$ cat src/rtl/sprite_ram_loader.sv
// sprite_ram_loader
// Write-side companion to the Rojobot sprite renderer. It takes a valid/ready
// stream of 12-bit pixels and writes them into the sprite RAM write port.
// It uses the renderer's addressing: frame row = orientation, frame column =
// animation step. A command loads either one SPRITE_COLS x SPRITE_ROWS cell
// or the whole 8x3 sheet.
//
// Ports
//   clk, reset              single clock, synchronous active-high reset
//   start, load_all         command strobe; load_all=1 selects the whole sheet
//   frame_row, frame_col    target cell, sampled with start (col 3 is rejected)
//   abort                   terminates an active load; a same-cycle beat is dropped
//   in_data, in_valid       pixel stream (12'h000 = transparent, stored as-is)
//   in_ready                high while loading; decoded from state only
//   wr_en, wr_addr, wr_data registered RAM write port
//   busy                    load in progress
//   done, err               one-cycle pulses: normal completion / rejected start
module sprite_ram_loader #(
  parameter int SPRITE_COLS = 34,
  parameter int SPRITE_ROWS = 34,
  parameter int ADDR_WIDTH  = 15
) (
  input  logic                  clk,
  input  logic                  reset,
  input  logic                  start,
  input  logic                  load_all,
  input  logic [2:0]            frame_row,
  input  logic [1:0]            frame_col,
  input  logic                  abort,
  input  logic [11:0]           in_data,
  input  logic                  in_valid,
  output logic                  in_ready,
  output logic                  wr_en,
  output logic [ADDR_WIDTH-1:0] wr_addr,
  output logic [11:0]           wr_data,
  output logic                  busy,
  output logic                  done,
  output logic                  err
);

  localparam int MEM_COLS       = 3 * SPRITE_COLS;
  localparam int MEM_ROWS       = 8 * SPRITE_ROWS;
  localparam int FRAME_ROW_SIZE = MEM_COLS * SPRITE_ROWS;
  localparam int MEM_SIZE       = MEM_ROWS * MEM_COLS;

  localparam logic [ADDR_WIDTH-1:0] MEM_COLS_A  = ADDR_WIDTH'(MEM_COLS);
  localparam logic [ADDR_WIDTH-1:0] FRAME_ROW_A = ADDR_WIDTH'(FRAME_ROW_SIZE);
  localparam logic [ADDR_WIDTH-1:0] CELL_W_A    = ADDR_WIDTH'(SPRITE_COLS);
  localparam logic [ADDR_WIDTH-1:0] X_LAST      = ADDR_WIDTH'(SPRITE_COLS - 1);
  localparam logic [ADDR_WIDTH-1:0] Y_LAST      = ADDR_WIDTH'(SPRITE_ROWS - 1);
  localparam logic [ADDR_WIDTH-1:0] MEM_LAST    = ADDR_WIDTH'(MEM_SIZE - 1);
  localparam logic [ADDR_WIDTH-1:0] ONE_A       = ADDR_WIDTH'(1);

  typedef enum logic {IDLE, LOAD} state_t;

  state_t                  state_q, state_d;
  logic                    lin_q, lin_d;
  // row_q is the RAM address of pixel (0, y) of the cell being loaded, so the
  // cell address is row_q + x without any multiply in the beat path.
  logic [ADDR_WIDTH-1:0]   row_q, row_d;
  logic [ADDR_WIDTH-1:0]   x_q, x_d;
  logic [ADDR_WIDTH-1:0]   y_q, y_d;
  logic [ADDR_WIDTH-1:0]   cnt_q, cnt_d;
  logic                    wr_en_q, wr_en_d;
  logic [ADDR_WIDTH-1:0]   wr_addr_q, wr_addr_d;
  logic [11:0]             wr_data_q, wr_data_d;
  logic                    done_q, done_d;
  logic                    err_q, err_d;

  logic                    xfer;
  logic                    last;
  logic                    cmd_ok;
  logic [ADDR_WIDTH-1:0]   cur_addr;
  logic [ADDR_WIDTH-1:0]   cell_base;

  always_comb begin
    state_d   = state_q;
    lin_d     = lin_q;
    row_d     = row_q;
    x_d       = x_q;
    y_d       = y_q;
    cnt_d     = cnt_q;
    wr_en_d   = 1'b0;
    wr_addr_d = wr_addr_q;
    wr_data_d = wr_data_q;
    done_d    = 1'b0;
    err_d     = 1'b0;

    cell_base = ADDR_WIDTH'(frame_row) * FRAME_ROW_A
              + ADDR_WIDTH'(frame_col) * CELL_W_A;
    cmd_ok    = load_all || (frame_col != 2'd3);
    cur_addr  = lin_q ? cnt_q : (row_q + x_q);
    last      = lin_q ? (cnt_q == MEM_LAST) : ((x_q == X_LAST) && (y_q == Y_LAST));
    // abort kills a beat that coincides with it, so it never reaches the RAM.
    xfer      = (state_q == LOAD) && in_valid && !abort;

    case (state_q)
      IDLE: begin
        if (start) begin
          if (cmd_ok) begin
            state_d = LOAD;
            lin_d   = load_all;
            row_d   = load_all ? '0 : cell_base;
            x_d     = '0;
            y_d     = '0;
            cnt_d   = '0;
          end else begin
            err_d = 1'b1;
          end
        end
      end
      LOAD: begin
        if (start) err_d = 1'b1;
        if (abort) begin
          state_d = IDLE;
        end else if (xfer) begin
          wr_en_d   = 1'b1;
          wr_addr_d = cur_addr;
          wr_data_d = in_data;
          cnt_d     = cnt_q + ONE_A;
          if (!lin_q) begin
            if (x_q == X_LAST) begin
              x_d   = '0;
              y_d   = y_q + ONE_A;
              row_d = row_q + MEM_COLS_A;
            end else begin
              x_d = x_q + ONE_A;
            end
          end
          if (last) begin
            state_d = IDLE;
            done_d  = 1'b1;
          end
        end
      end
      default: state_d = IDLE;
    endcase
  end

  always_ff @(posedge clk) begin
    if (reset) begin
      state_q   <= IDLE;
      lin_q     <= 1'b0;
      row_q     <= '0;
      x_q       <= '0;
      y_q       <= '0;
      cnt_q     <= '0;
      wr_en_q   <= 1'b0;
      wr_addr_q <= '0;
      wr_data_q <= '0;
      done_q    <= 1'b0;
      err_q     <= 1'b0;
    end else begin
      state_q   <= state_d;
      lin_q     <= lin_d;
      row_q     <= row_d;
      x_q       <= x_d;
      y_q       <= y_d;
      cnt_q     <= cnt_d;
      wr_en_q   <= wr_en_d;
      wr_addr_q <= wr_addr_d;
      wr_data_q <= wr_data_d;
      done_q    <= done_d;
      err_q     <= err_d;
    end
  end

  assign in_ready = (state_q == LOAD);
  assign busy     = (state_q == LOAD);
  assign wr_en    = wr_en_q;
  assign wr_addr  = wr_addr_q;
  assign wr_data  = wr_data_q;
  assign done     = done_q;
  assign err      = err_q;

endmodule

$ cat config.mk
export PLATFORM = sky130hd
export DESIGN_NAME = sprite_ram_loader
export DESIGN_NICKNAME = d
export VERILOG_FILES = /design/src/rtl/sprite_ram_loader.sv
export SDC_FILE = /design/constraint.sdc
export NUM_CORES = 1
export LEC_CHECK = 0
export ABC_CLOCK_PERIOD_IN_PS = 4800
export CAP_MARGIN = 20
export CORE_MARGIN = 2
export CORE_UTILIZATION = 45
export CTS_CLUSTER_DIAMETER = 200
export DETAILED_ROUTE_END_ITERATION = 16
export GPL_TIMING_DRIVEN = 0
export PLACE_DENSITY = 0.66
export SLEW_MARGIN = 25
export SYNTH_ARGS = -nofsm -noshare
export SYNTH_HDL_FRONTEND = slang
export SYNTH_SLANG_ARGS = --single-unit
$ cat constraint.sdc
create_clock -name clk -period 4.8 [get_ports clk]
set_input_delay 0.72 -clock clk [delete_from_list [all_inputs] [get_ports clk]]
set_output_delay 0.72 -clock clk [all_outputs]
set_load 0.01 [all_outputs]
# After elaboration in Yosys (flattened, before gate mapping)
# Index checks and enable logic that the tools add are counted.
[word_totals] output_inout_bits=32 word_cells=81 regBits=92 input_bits=23
[op_classes] mux=37 n_addsub=6 multipliers=2 reduce_logical=12 bitwise=3 n_eq_ne=10
[op_table] op="15-bit 2-to-1 mux" count=20
[op_table] op="15-bit case mux with 2 select lines" count=4
[op_table] op="15-bit by 1-bit adder with 15-bit output, second input constant" count=3
[op_table] op="15-bit by 6-bit equality test with 1-bit output, second input constant" count=2
[op_table] op="15-bit adder" count=1
[op_table] op="15-bit by 7-bit adder with 15-bit output, second input constant" count=1
[op_table] op="15-bit by 8-bit adder with 15-bit output" count=1
[op_table] op="15-bit equality test, second input constant" count=1
[op_table] op="3-bit by 10-bit multiplier with 13-bit output, second input constant" count=1
[op_table] op="1-bit 2-to-1 mux" count=11
[op_table] op="2-bit != test, second input constant" count=5
[op_table] op="2-bit by 5-bit multiplier with 7-bit output, second input constant" count=1
[op_table] op="3-bit AND reduction" count=2
[op_table] op="6-bit AND reduction" count=1
[op_table] op="5-bit AND reduction" count=1
[op_table] op="2-bit by 1-bit != test with 1-bit output, second input constant" count=2
[op_table] op="1-bit case mux with 2 select lines" count=2
[op_table] op="4-bit AND reduction" count=1
[op_table] op="4-bit OR reduction" count=1
[op_table] op="1-bit logical AND" count=3
[op_table] op="1-bit NOT" count=3
[op_table] op="3-bit OR reduction" count=1
[op_table] op="1-bit zero test" count=1
[op_table] op="1-bit logical OR" count=1

# Logic depth before layout (Yosys ltp)
# Gate-level depths: netlist of the first run.
[depth] ltp_word=7 ltp_mapped=13 depth_no_buf=13

# Least setup slack after synthesis of the first run
# Ideal clock, no wire load.
[synth_path] path_kind="input-to-reg" start="input port frame_row[1]" end="register row_q[14]" stages=11 arrival_ps=3186 setup_ps=120 setup_slack_ps=1494 path_cell_list="inv_1 > ha_1 > inv_1 > ha_1 > inv_1 > fa_1 > or4b_2 > nand4_1 > nand4b_1 > xor2_1 > a211o_1"
[synth_between] elab_chain_cells=6
[synth_rtl] item="start: declaration" line_no="27" text="input logic [2:0] frame_row,"
[synth_rtl] item="3-bit by 10-bit multiplier with 13-bit output" line_no="89" text="cell_base = ADDR_WIDTH'(frame_row) * FRAME_ROW_A"
[synth_rtl] item="15-bit by 8-bit adder with 15-bit output" line_no="90" text="+ ADDR_WIDTH'(frame_col) * CELL_W_A;"
[synth_rtl] item="15-bit 2-to-1 mux" line_no="103" text="row_d = load_all ? '0 : cell_base;"
[synth_rtl] item="15-bit 2-to-1 mux" line_no="100" text="if (cmd_ok) begin"
[synth_rtl] item="15-bit 2-to-1 mux" line_no="99" text="if (start) begin"
[synth_rtl] item="15-bit case mux with 2 select lines" line_no="97" text="case (state_q)"
[synth_rtl] item="end signal: assignment" line_no="156" text="row_q <= row_d;"
[synth_rtl] item="end: declaration" line_no="60" text="logic [ADDR_WIDTH-1:0] row_q, row_d;"
# Every way passes these cells. The select of a mux whose other input is x is not followed.
# A chain may end at the register's enable or synchronous reset.

# Worst setup path after layout of the first run
# Same ends and word-level chain as after synthesis.

==> results of run 1 <==
-- kinds of logic after synthesis --
kind of cell | after synthesis | synth area share [%]
buf+inv | 50 | 3.710
flops | 91 | 34.19
mux | 7 | 1.386
xor+xnor | 57 | 9.371
simple gates | 277 | 25.72
fa+ha+maj | 34 | 8.126
compound gates | 145 | 17.50
-- cells in the mapped netlist, drive strengths merged, types with 8 or more instances --
| cell type | number | share of area [%] |
|---|---|---|
| inv | 20 | 1.4 |
| nand2b | 8 | 0.94 |
| clkbuf | 20 | 1.4 |
| buf | 10 | 0.89 |
| nand3 | 23 | 2.2 |
| dfxtp | 91 | 34 |
| nor2 | 75 | 5.3 |
| a21oi | 54 | 5.1 |
| xnor2 | 27 | 4.4 |
| nand4 | 12 | 1.4 |
| nand2 | 79 | 5.6 |
| o21ai | 26 | 2.4 |
| nor3 | 11 | 1.0 |
| or3 | 8 | 0.94 |
| a211oi | 8 | 1.1 |
| xor2 | 30 | 4.9 |
| ha | 33 | 7.8 |
| and3 | 14 | 1.6 |
-- tightest hold or removal path, cell delays in order, from the launching register on --
cell	delay (ns)
sky130_fd_sc_hd__dfxtp_1	0.31
sky130_fd_sc_hd__nand2_1	0.05
sky130_fd_sc_hd__a21oi_1	0.05
-- worst min-delay path by stage --
stage	to	slack (ns)	cells past startpoint
floorplan	y_q[1]	0.46	2
global placement	wr_data[3]	0.44	2
detailed placement	wr_data[3]	0.45	2
CTS	wr_data[3]	0.46	2
global route	wr_addr[2]	0.47	2
finish	wr_data[3]	0.45	2
-- per-layer routing --
metal  GRT usage (%)  up-vias  share of wire, %  wire length (microns)
li1                -     2482                 -                      -
met1           28.62     2379                45                   6348
met2           39.12      147                48                   6754
met3           4.178       24               5.3                    748
met4           7.642        0               2.4                    337
met5               0        -                 0                      0
-- where the power goes --
part,internal (mW),switching [mW]
sequential,0.772,0.0191
clock,0.369,0.311
combinational,0.112,0.159
-- area by class of cell --
type,count,share of cell area (%)
flip-flops and latches,91,28.76
clock buffers,10,3.772
repair buffers,54,8.532
multi-input cells,520,52.22
inverters,20,1.185
well taps,143,2.824
plain buffers,30,1.936
clock inverters,6,0.7703
-- sequential cells by signal, indices dropped and copies added (netlist names) --
signal,flops
cnt_q,15
wr_addr,15
x_q,15
y_q,15
row_q,14
wr_data,12
busy,1
done,1
err,1
lin_q,1
wr_en,1
==> results.md, run 1 <==
- Measured slew at the worst slew-check pin: 0.8555 ns
- Vias in the first global route: 4882
- Number of port buffers: 54
- Clock period minus worst slack: 3.734 ns
- Async SR Flop Fraction: 0%
- Wirelength, routed: 14.19 mm
- Number of standard-cell rows in the floorplan: 39
- Post-synth cell types: 61
- Worst-path fanout max: 6
- Top-level I/O count: 55
- Total area of multi-input combinational cells: between 3000 and 4000 sq um
- Req. time, crit path: just over 5 ns
- Area inside the core boundary: roughly 11000 sq um
- Number of hold-repair buffers added at the cts stage: 0
- RR Startpoint: x_q[0]
- RSZ-0062 raised after global routing: no
- Antenna cells: 0
- Final count of pins violating max slew: 0
- Leak Pwr: 2.312 nW
- Flip-flop and latch count after synthesis: just over 90
- Number of instances in the placed design: ~860
- Avg Inst Size Synth: ~8.1 sq um
- Peak supply drop: approximately 0.18 mV
- Achievable Freq: roughly 270 MHz
- Crit-path most repeated cell: sky130_fd_sc_hd__inv_1
- Element type at the critical path end: flip-flop
- Final count of negative-setup-slack endpoints: 0
- Setup repair bufs after CTS: 0
- Yosys warning total: 0
- Number of nets with antenna violations after routing: 0
- Clock skew after layout: 0.008117 ns
- Non-filler cells, final: 874
- GR Util All Layers: 22.70%
- Register cell area after layout: 1822 sq um
- Initial Utilization: a little under half
- Setup WS pre-CTS: ~0.70 ns
- Final clock period utilization by the worst path: 77.79%
- Die span in y: approximately 110 microns
- Result of the run: finished, final reports clean
- Post-detailed-route wirelength per cell: 16.23 microns
- Share of layout cells above drive strength 1: 4.788%
- GR Overflow Total: 0
- Setup slack of the worst register-to-register path: roughly 2.3 ns
- CP bufs+invs: 4
- CP max-delay cell: sky130_fd_sc_hd__or4b_2
- Post-route setup TNS: 0 ns
- Relative slew slack: between 40% and 50%
- Depth of the most critical reg-to-reg path: 8
- Number of nets in the synthesized netlist: approximately 720
- Total power after layout: roughly 1.7 mW
- Critical path start-end classification: in -> reg
- Leading register cell type out of synthesis: sky130_fd_sc_hd__dfxtp_1
- Delay of the slowest cell on the worst path: between 0.6 and 0.7 ns
- DRC violation total after the first TritonRoute iteration: 275
- Post-synthesis cell area: approximately 5300 sq um
- Number of gates on the worst path with buffers counted: 12
- Final setup margin: 1.066 ns
- List of cells traversed by the critical path: clkdlybuf4s50_1 -> inv_1 -> ha_1 -> inv_1 -> ha_1 -> inv_1 -> fa_1 -> or4b_2 -> nand4_1 -> nand4b_1 -> xor2_1 -> a211o_1
- Critical Path AT: 3.96 ns
- Nets@finish: 783
- Clock buffer count from CTS: 9
- Final Hold Violating Endpoints: 0
- Number of DRC violations after detailed routing: 0
- Count of flip-flops with a built-in enable after synthesis: 0
- Cell area after layout: 6335 sq um
- Maximum clock path buffer count: 2
- Endpoint of the lowest-slack register-to-register path: row_q[6]
- Synthesized netlist cell count: roughly 660
- Layout Area Growth over Synthesis: 18.91%
- Clock tree from TritonCTS: yes
- Clock-pin slew of the registers on the worst-case setup and hold paths: 0.06 ns
- Worst setup path endpoint: row_q[14]
- Final Hold Slack: around 0.45 ns
- Commonest cells after routing, fill and taps aside: sky130_fd_sc_hd__dfxtp_1 (91), sky130_fd_sc_hd__nand2_1 (79), sky130_fd_sc_hd__nor2_1 (75)
- Level count of the clock H-tree: 3
- Global-route wire length before repair: 23.56 mm
- Pwr Density: 275.0 nW/um^2
- Die outline area: 12730 sq um
- Worst hold-check path type: reg -> reg
- Clock latency on the worst-skew pair: between 0.3 and 0.4 ns
- Placed standard-cell area: 6047 sq um
- Startpoint of the most critical hold path: wr_data[3]
- Largest net degree at the start of global routing: 17
- Critical path startpoint: frame_row[1]
- Detailed Place HPWL: 10.85 mm
- Weighted congestion reported at the end of routability-driven placement: ~0.86
- Die width: 112.8 microns
- Layout filler cell count: 1100
- Layout Utilization: 55.24%
- Initial antenna violation count: 0
- Part of the Yosys area used for sequential elements: 34.19%
- Count of cells resized by post-cts repair: 0
- Startpoint type of the worst setup path: input port
- Commonest non-fill, non-tap cell in the layout: sky130_fd_sc_hd__dfxtp_1
- Clock sink total: between 90 and 100
- Worst path top cell family by delay: adder cells
- Number of vias after detailed routing: 5032
- Length of the first detailed-routing pass in iterations: 5
- Average via count per standard cell: 5.757
- Number of max-cap violations: 0
- Clock root buffer: sky130_fd_sc_hd__clkbuf_16
(Power assumes the default switching activity.)
==> inputs of run 2 (changes only) <==
--- a/config.mk
+++ b/config.mk
@@ -5,7 +5,7 @@
 export SDC_FILE = /design/constraint.sdc
 export NUM_CORES = 1
 export LEC_CHECK = 0
-export ABC_CLOCK_PERIOD_IN_PS = 4800
+export ABC_CLOCK_PERIOD_IN_PS = 3600
 export CAP_MARGIN = 20
 export CORE_MARGIN = 2
 export CORE_UTILIZATION = 45
==> constraint.sdc (replaced) <==
create_clock -name clk -period 3.6 [get_ports clk]
set_input_delay 0.54 -clock clk [delete_from_list [all_inputs] [get_ports clk]]
set_output_delay 0.54 -clock clk [all_outputs]
set_load 0.01 [all_outputs]
==> results.md, run 2 (same netlist as run 1, synthesis figures left out) <==
- Initial Utilization: between 40% and 50%
- Pwr Density: 366.6 nW/um^2
- CP max-delay cell: sky130_fd_sc_hd__or4b_2
- Critical path start-end classification: in -> reg
- Clock-pin slew of the registers on the worst-case setup and hold paths: 0.06 ns
- Clock sink total: 91
- Achievable Freq: 294.9 MHz
- Worst-path fanout max: 7
- Relative slew slack: 42.60%
- Total power after layout: around 2.3 mW
- Internal power of the cells: ~1.7 mW
- Sw frac: between 20% and 30%
- Number of vias after detailed routing: 5041
- Number of max-cap violations: 0
- Clock root buffer: sky130_fd_sc_hd__clkbuf_16
- Startpoint type of the worst setup path: input port
- Worst path top cell family by delay: simple AND/OR/NAND/NOR gates
- Weighted congestion reported at the end of routability-driven placement: 0.8611
- Number of standard-cell rows in the floorplan: 39
- Final count of negative-setup-slack endpoints: 0
- Layout Utilization: 55.29%
- Antenna cells: 0
- Measured slew at the worst slew-check pin: 0.8501 ns
- RSZ-0062 raised after global routing: no
- Critical Path AT: about 3.6 ns
- Final Hold Violating Endpoints: 0
- Combinational Power Share: roughly 16%
- Part of the power in registers: a little under half
- Clock period minus worst slack: 3.391 ns
- Largest net degree at the start of global routing: 17
- Clock latency on the worst-skew pair: 0.34 ns
- Final clock period utilization by the worst path: 94.20%
- Leak Pwr: around 2.3 nW
- Level count of the clock H-tree: 3
- Number of hold-repair buffers added at the cts stage: 0
- GR Util All Layers: 22.70%
- Worst hold-check path type: reg -> reg
- Final count of pins violating max slew: 0
- Initial antenna violation count: 0
- Length of the first detailed-routing pass in iterations: 5
- List of cells traversed by the critical path: clkdlybuf4s50_1 -> ha_1 -> ha_2 -> inv_1 -> fa_1 -> or4b_2 -> nand4_1 -> nand4b_1 -> xor2_1 -> a211o_1
- Commonest cells after routing, fill and taps aside: sky130_fd_sc_hd__dfxtp_1 (91), sky130_fd_sc_hd__nand2_1 (79), sky130_fd_sc_hd__nor2_1 (75)
- Nets@finish: 783
- Element type at the critical path end: flip-flop
- Number of DRC violations after detailed routing: 0
- Global-route wire length before repair: approximately 24 mm
- Critical path startpoint: frame_row[0]
- Top-level I/O count: 55
- Number of port buffers: 54
- Req. time, crit path: 3.83 ns
- Number of nets with antenna violations after routing: 0
- Switching power summed over all nets: 0.6530 mW
- Post-detailed-route wirelength per cell: around 16 microns
- Commonest non-fill, non-tap cell in the layout: sky130_fd_sc_hd__dfxtp_1
- Clock buffer count from CTS: 9
- Detailed Place HPWL: about 11 mm
- Vias in the first global route: 4882
- Wirelength, routed: between 10 and 15 mm
- Final setup margin: 0.2089 ns
- Maximum clock path buffer count: 2
- CP bufs+invs: 2
- DRC violation total after the first TritonRoute iteration: between 200 and 300
- Layout Area Growth over Synthesis: 19.00%
- Startpoint of the most critical hold path: wr_data[3]
- Delay of the slowest cell on the worst path: 0.68 ns
- Result of the run: finished, final reports clean
- Average via count per standard cell: ~5.8
- RR Startpoint: x_q[0]
- Share of layout cells above drive strength 1: 4.925%
- Clock tree from TritonCTS: yes
- Die outline area: 12730 sq um
- Die span in y: 112.8 microns
- Setup WS pre-CTS: -0.3159 ns
- Peak supply drop: 0.2447 mV
- Fraction of power consumed by the clock network: about two fifths
- Area inside the core boundary: 11470 sq um
- Die width: 112.8 microns
- GR Overflow Total: 0
- Clock skew after layout: about 0.007 ns
-- run 2: layer usage --
layer	track usage, %	share of wire [%]	vias up
li1	-	-	2480
met1	28.62	44	2376
met2	39.12	48	160
met3	4.178	5.9	25
met4	7.642	2.4	0
met5	0	0	-
-- run 2: final timing paths --
path	to	slack (ns)	cells past startpoint
setup / recovery	row_q[14]	0.21	10
hold / removal	wr_data[3]	0.45	2
setup reg to reg	row_q[6]	1.09	8
hold reg to reg	wr_data[3]	0.45	2
-- run 2: through the flow --
stage | cells | hold WS [ns] | setup TNS, ns | instance area, sq um
floorplan | 661 | 0.4618 | 0 | 5328
global placement | 858 | 0.4413 | -0.5783 | 6047
detailed placement | 858 | 0.4480 | -0.9818 | 6047
CTS | 874 | 0.4569 | 0 | 6335
global route | 874 | 0.4744 | 0 | 6340
finish | 874 | 0.4526 | 0 | 6340
-- run 2: timing repair --
item | 4_1_cts | 5_1_grt
resized for setup | 0 | 2
setup buffers | 0 | 0
setup endpoints to repair | 0 | 2
-- run 2: area by class of cell --
class | instances | area (sq um)
Fill cell | 1102 | 5127
Multi-Input combinational cell | 520 | 3311
Sequential cell | 91 | 1822
Timing Repair Buffer | 54 | 543.0
Clock buffer | 10 | 239.0
Tap cell | 143 | 178.9
Buffer | 30 | 122.6
Inverter | 20 | 75.07
Clock inverter | 6 | 48.80
-- run 2: worst reg2reg max path, cell delays in order (launching register included) --
cell and delay (ns):
sky130_fd_sc_hd__dfxtp_1 0.47, sky130_fd_sc_hd__ha_1 0.19, sky130_fd_sc_hd__nor4b_1 0.23, sky130_fd_sc_hd__nand4_1 0.35, sky130_fd_sc_hd__a21oi_1 0.46, sky130_fd_sc_hd__buf_2 0.30, sky130_fd_sc_hd__o21ai_0 0.12, sky130_fd_sc_hd__a22oi_1 0.20
sky130_fd_sc_hd__nor2_1 0.05
-- run 2: power by group through the flow --
| stage | clock network (mW) | registers [mW] | logic, mW |
|---|---|---|---|
| 6_report | 0.908 | 1.05 | 0.362 |
| 5_1_grt | 0.970 | 1.06 | 0.401 |
| 4_1_cts | 0.922 | 1.05 | 0.360 |
| 3_5_place_dp | 0 | 1.08 | 0.357 |
| 3_3_place_gp | 0 | 1.08 | 0.349 |
| 2_1_floorplan | 0 | 1.07 | 0.234 |
==> inputs of run 3 (changes only) <==
--- a/config.mk
+++ b/config.mk
@@ -5,14 +5,14 @@
 export SDC_FILE = /design/constraint.sdc
 export NUM_CORES = 1
 export LEC_CHECK = 0
-export ABC_CLOCK_PERIOD_IN_PS = 3600
+export ABC_CLOCK_PERIOD_IN_PS = 4300
 export CAP_MARGIN = 20
 export CORE_MARGIN = 2
 export CORE_UTILIZATION = 45
 export CTS_CLUSTER_DIAMETER = 200
 export DETAILED_ROUTE_END_ITERATION = 16
 export GPL_TIMING_DRIVEN = 0
-export PLACE_DENSITY = 0.66
+export PLACE_DENSITY = 0.68
 export SLEW_MARGIN = 25
 export SYNTH_ARGS = -nofsm -noshare
 export SYNTH_HDL_FRONTEND = slang
==> constraint.sdc (replaced) <==
create_clock -name clk -period 4.3 [get_ports clk]
set_input_delay 0.645 -clock clk [delete_from_list [all_inputs] [get_ports clk]]
set_output_delay 0.645 -clock clk [all_outputs]
set_load 0.01 [all_outputs]
==> results.md, run 3 (same netlist as run 1, synthesis figures left out) <==
- Final Hold Violating Endpoints: 0
- Worst setup path endpoint: row_q[14]
- Number of vias after detailed routing: 5025
- Startpoint of the most critical hold path: wr_data[2]
- Number of standard-cell rows in the floorplan: 39
- Endpoint of the lowest-slack register-to-register path: row_q[6]
- Initial Utilization: 46.46%
- Maximum clock path buffer count: 2
- Final count of negative-setup-slack endpoints: 0
- Wirelength, routed: 14.17 mm
- Post-detailed-route wirelength per cell: ~16 microns
- Clock period minus worst slack: roughly 3.6 ns
- Layout filler cell count: 1055
- Clock sink total: 91
- Clock latency on the worst-skew pair: ~0.35 ns
- Pwr Density: 311.4 nW/um^2
- CP max-delay cell: sky130_fd_sc_hd__or4b_2
- Number of hold-repair buffers added at the cts stage: 0
- Achievable Freq: 274.2 MHz
- Antenna cells: 0
- Largest net degree at the start of global routing: 15
- Average via count per standard cell: 5.756
- Switching power summed over all nets: 0.5238 mW
- Weighted congestion reported at the end of routability-driven placement: 0.9147
- GR Util All Layers: 22.78%
- Final clock period utilization by the worst path: between 80% and 90%
- Die width: roughly 110 microns
- Top-level I/O count: 55
- Part of the power in registers: approximately 45%
- Final Hold Slack: 0.4526 ns
- Number of gates on the worst path with buffers counted: 12
- Length of the first detailed-routing pass in iterations: 5
- Critical path startpoint: frame_row[1]
- Clock skew after layout: 0.007652 ns
- Delay of the slowest cell on the worst path: 0.68 ns
- Area inside the core boundary: 11470 sq um
- RSZ-0062 raised after global routing: no
- Leak Pwr: roughly 2.3 nW
- Worst path top cell family by delay: adder cells
- Req. time, crit path: 4.54 ns
- Post-route setup TNS: 0 ns
- Depth of the most critical reg-to-reg path: 8
- Crit-path most repeated cell: sky130_fd_sc_hd__inv_1
- Detailed Place HPWL: 10.90 mm
- Number of max-cap violations: 0
- Critical Path AT: between 3 and 4 ns
- Nets@finish: slightly below 800
- Die span in y: roughly 110 microns
- RR Startpoint: x_q[0]
- Combinational Power Share: 15.3%
- Internal power of the cells: approximately 1.5 mW
- Measured slew at the worst slew-check pin: about 0.83 ns
- Number of DRC violations after detailed routing: 0
- Element type at the critical path end: flip-flop
- Result of the run: finished, final reports clean
- Worst-path fanout max: 6
- Clock root buffer: sky130_fd_sc_hd__clkbuf_16
- Initial antenna violation count: 0
- CP bufs+invs: 4
- Startpoint type of the worst setup path: input port
- Fraction of power consumed by the clock network: between 40% and 50%
- Level count of the clock H-tree: 3
- Count of cells resized by post-cts repair: 0
- Share of layout cells above drive strength 1: 4.521%
- Clock buffer count from CTS: 9
- Clock-pin slew of the registers on the worst-case setup and hold paths: 0.06 ns
- Peak supply drop: roughly 0.22 mV
- Layout Area Growth over Synthesis: 19.02%
- Number of port buffers: 54
- Relative slew slack: 44.05%
- Global-route wire length before repair: 23.59 mm
- Setup repair bufs after CTS: 0
- Die outline area: 12730 sq um
- Commonest cells after routing, fill and taps aside: sky130_fd_sc_hd__dfxtp_1 (91), sky130_fd_sc_hd__nand2_1 (79), sky130_fd_sc_hd__nor2_1 (75)
- Commonest non-fill, non-tap cell in the layout: sky130_fd_sc_hd__dfxtp_1
- DRC violation total after the first TritonRoute iteration: 393
- Clock tree from TritonCTS: yes
- List of cells traversed by the critical path: clkdlybuf4s50_1 -> inv_1 -> ha_1 -> inv_1 -> ha_1 -> inv_1 -> fa_1 -> or4b_2 -> nand4_1 -> nand4b_1 -> xor2_1 -> a211o_1
- Vias in the first global route: 4971
- Final count of pins violating max slew: 0
- Setup slack of the worst register-to-register path: 1.69 ns
- Worst hold-check path type: reg -> reg
- Sw frac: 26.53%
- Critical path start-end classification: in -> reg
- GR Overflow Total: 0
- Number of nets with antenna violations after routing: 0
==> run 3: changes by cell type in the layout (fill, tap and decap cells not counted) <==
| cell | previous run | this run |
|---|---|---|
| sky130_fd_sc_hd__bufinv_16 | 0 | 1 |
| sky130_fd_sc_hd__clkbuf_1 | 20 | 21 |
| sky130_fd_sc_hd__clkdlybuf4s50_1 | 53 | 54 |
| sky130_fd_sc_hd__clkinv_2 | 0 | 1 |
| sky130_fd_sc_hd__clkinv_4 | 2 | 1 |
| sky130_fd_sc_hd__clkinvlp_4 | 3 | 1 |
| sky130_fd_sc_hd__dlymetal6s2s_1 | 1 | 0 |
| sky130_fd_sc_hd__ha_1 | 32 | 33 |
| sky130_fd_sc_hd__ha_2 | 1 | 0 |
| sky130_fd_sc_hd__inv_6 | 1 | 0 |
==> run 3: cell type report <==
cell class / count / area (sq um) / area share, %
multi-input combinational: 520 / 3308 / 52.17
inverter: 20 / 75.07 / 1.184
sequential: 91 / 1822 / 28.73
tap: 143 / 178.9 / 2.822
clock inverter: 4 / 51.30 / 0.8090
clock buffer: 11 / 242.7 / 3.828
buffer: 30 / 122.6 / 1.934
timing repair buffer: 54 / 540.5 / 8.524
==> run 3: power groups by stage <==
stage | combinational (mW) | sequential (mW) | clock, mW
floorplan | 0.196 | 0.898 | 0
global placement | 0.292 | 0.900 | 0
detailed placement | 0.298 | 0.901 | 0
CTS | 0.301 | 0.882 | 0.792
global route | 0.336 | 0.885 | 0.832
finish | 0.303 | 0.883 | 0.789
==> run 3: worst min path at each step <==
stage | endpoint | cells past startpoint
CTS | wr_data[2] | 2
detailed placement | wr_data[2] | 2
global route | wr_addr[2] | 2
global placement | wr_data[3] | 2
floorplan | y_q[1] | 2
finish | wr_data[2] | 2
==> run 3: routing by layer <==
metal  GRT usage (%)  share of wire [%]
met1           27.59                 43
met3           3.535                6.3
met4           12.36                4.4
met5               0                  0
met2           38.80                 47
==> run 3: stage by stage <==
stage	cell area (sq um)	setup slack, ns	std cells	util (%)	power, mW
finish	6341	0.6528	873	55.30	1.975
global route	6341	0.5028	873	55.30	2.054
CTS	6341	0.6362	873	55.30	1.975
detailed placement	6047	0.2794	858	52.73	1.199
global placement	6047	0.3737	858	52.73	1.193
floorplan	5328	1.069	661	-	1.094
==> run 3: worst reg2reg max path: stages (launching register included) <==
cell                      delay (ns)
sky130_fd_sc_hd__dfxtp_1        0.47
sky130_fd_sc_hd__ha_1           0.19
sky130_fd_sc_hd__nor4b_1        0.24
sky130_fd_sc_hd__nand4_1        0.40
sky130_fd_sc_hd__a21oi_1        0.50
sky130_fd_sc_hd__buf_2          0.31
sky130_fd_sc_hd__o21ai_0        0.13
sky130_fd_sc_hd__a22oi_1        0.20
sky130_fd_sc_hd__nor2_1         0.05
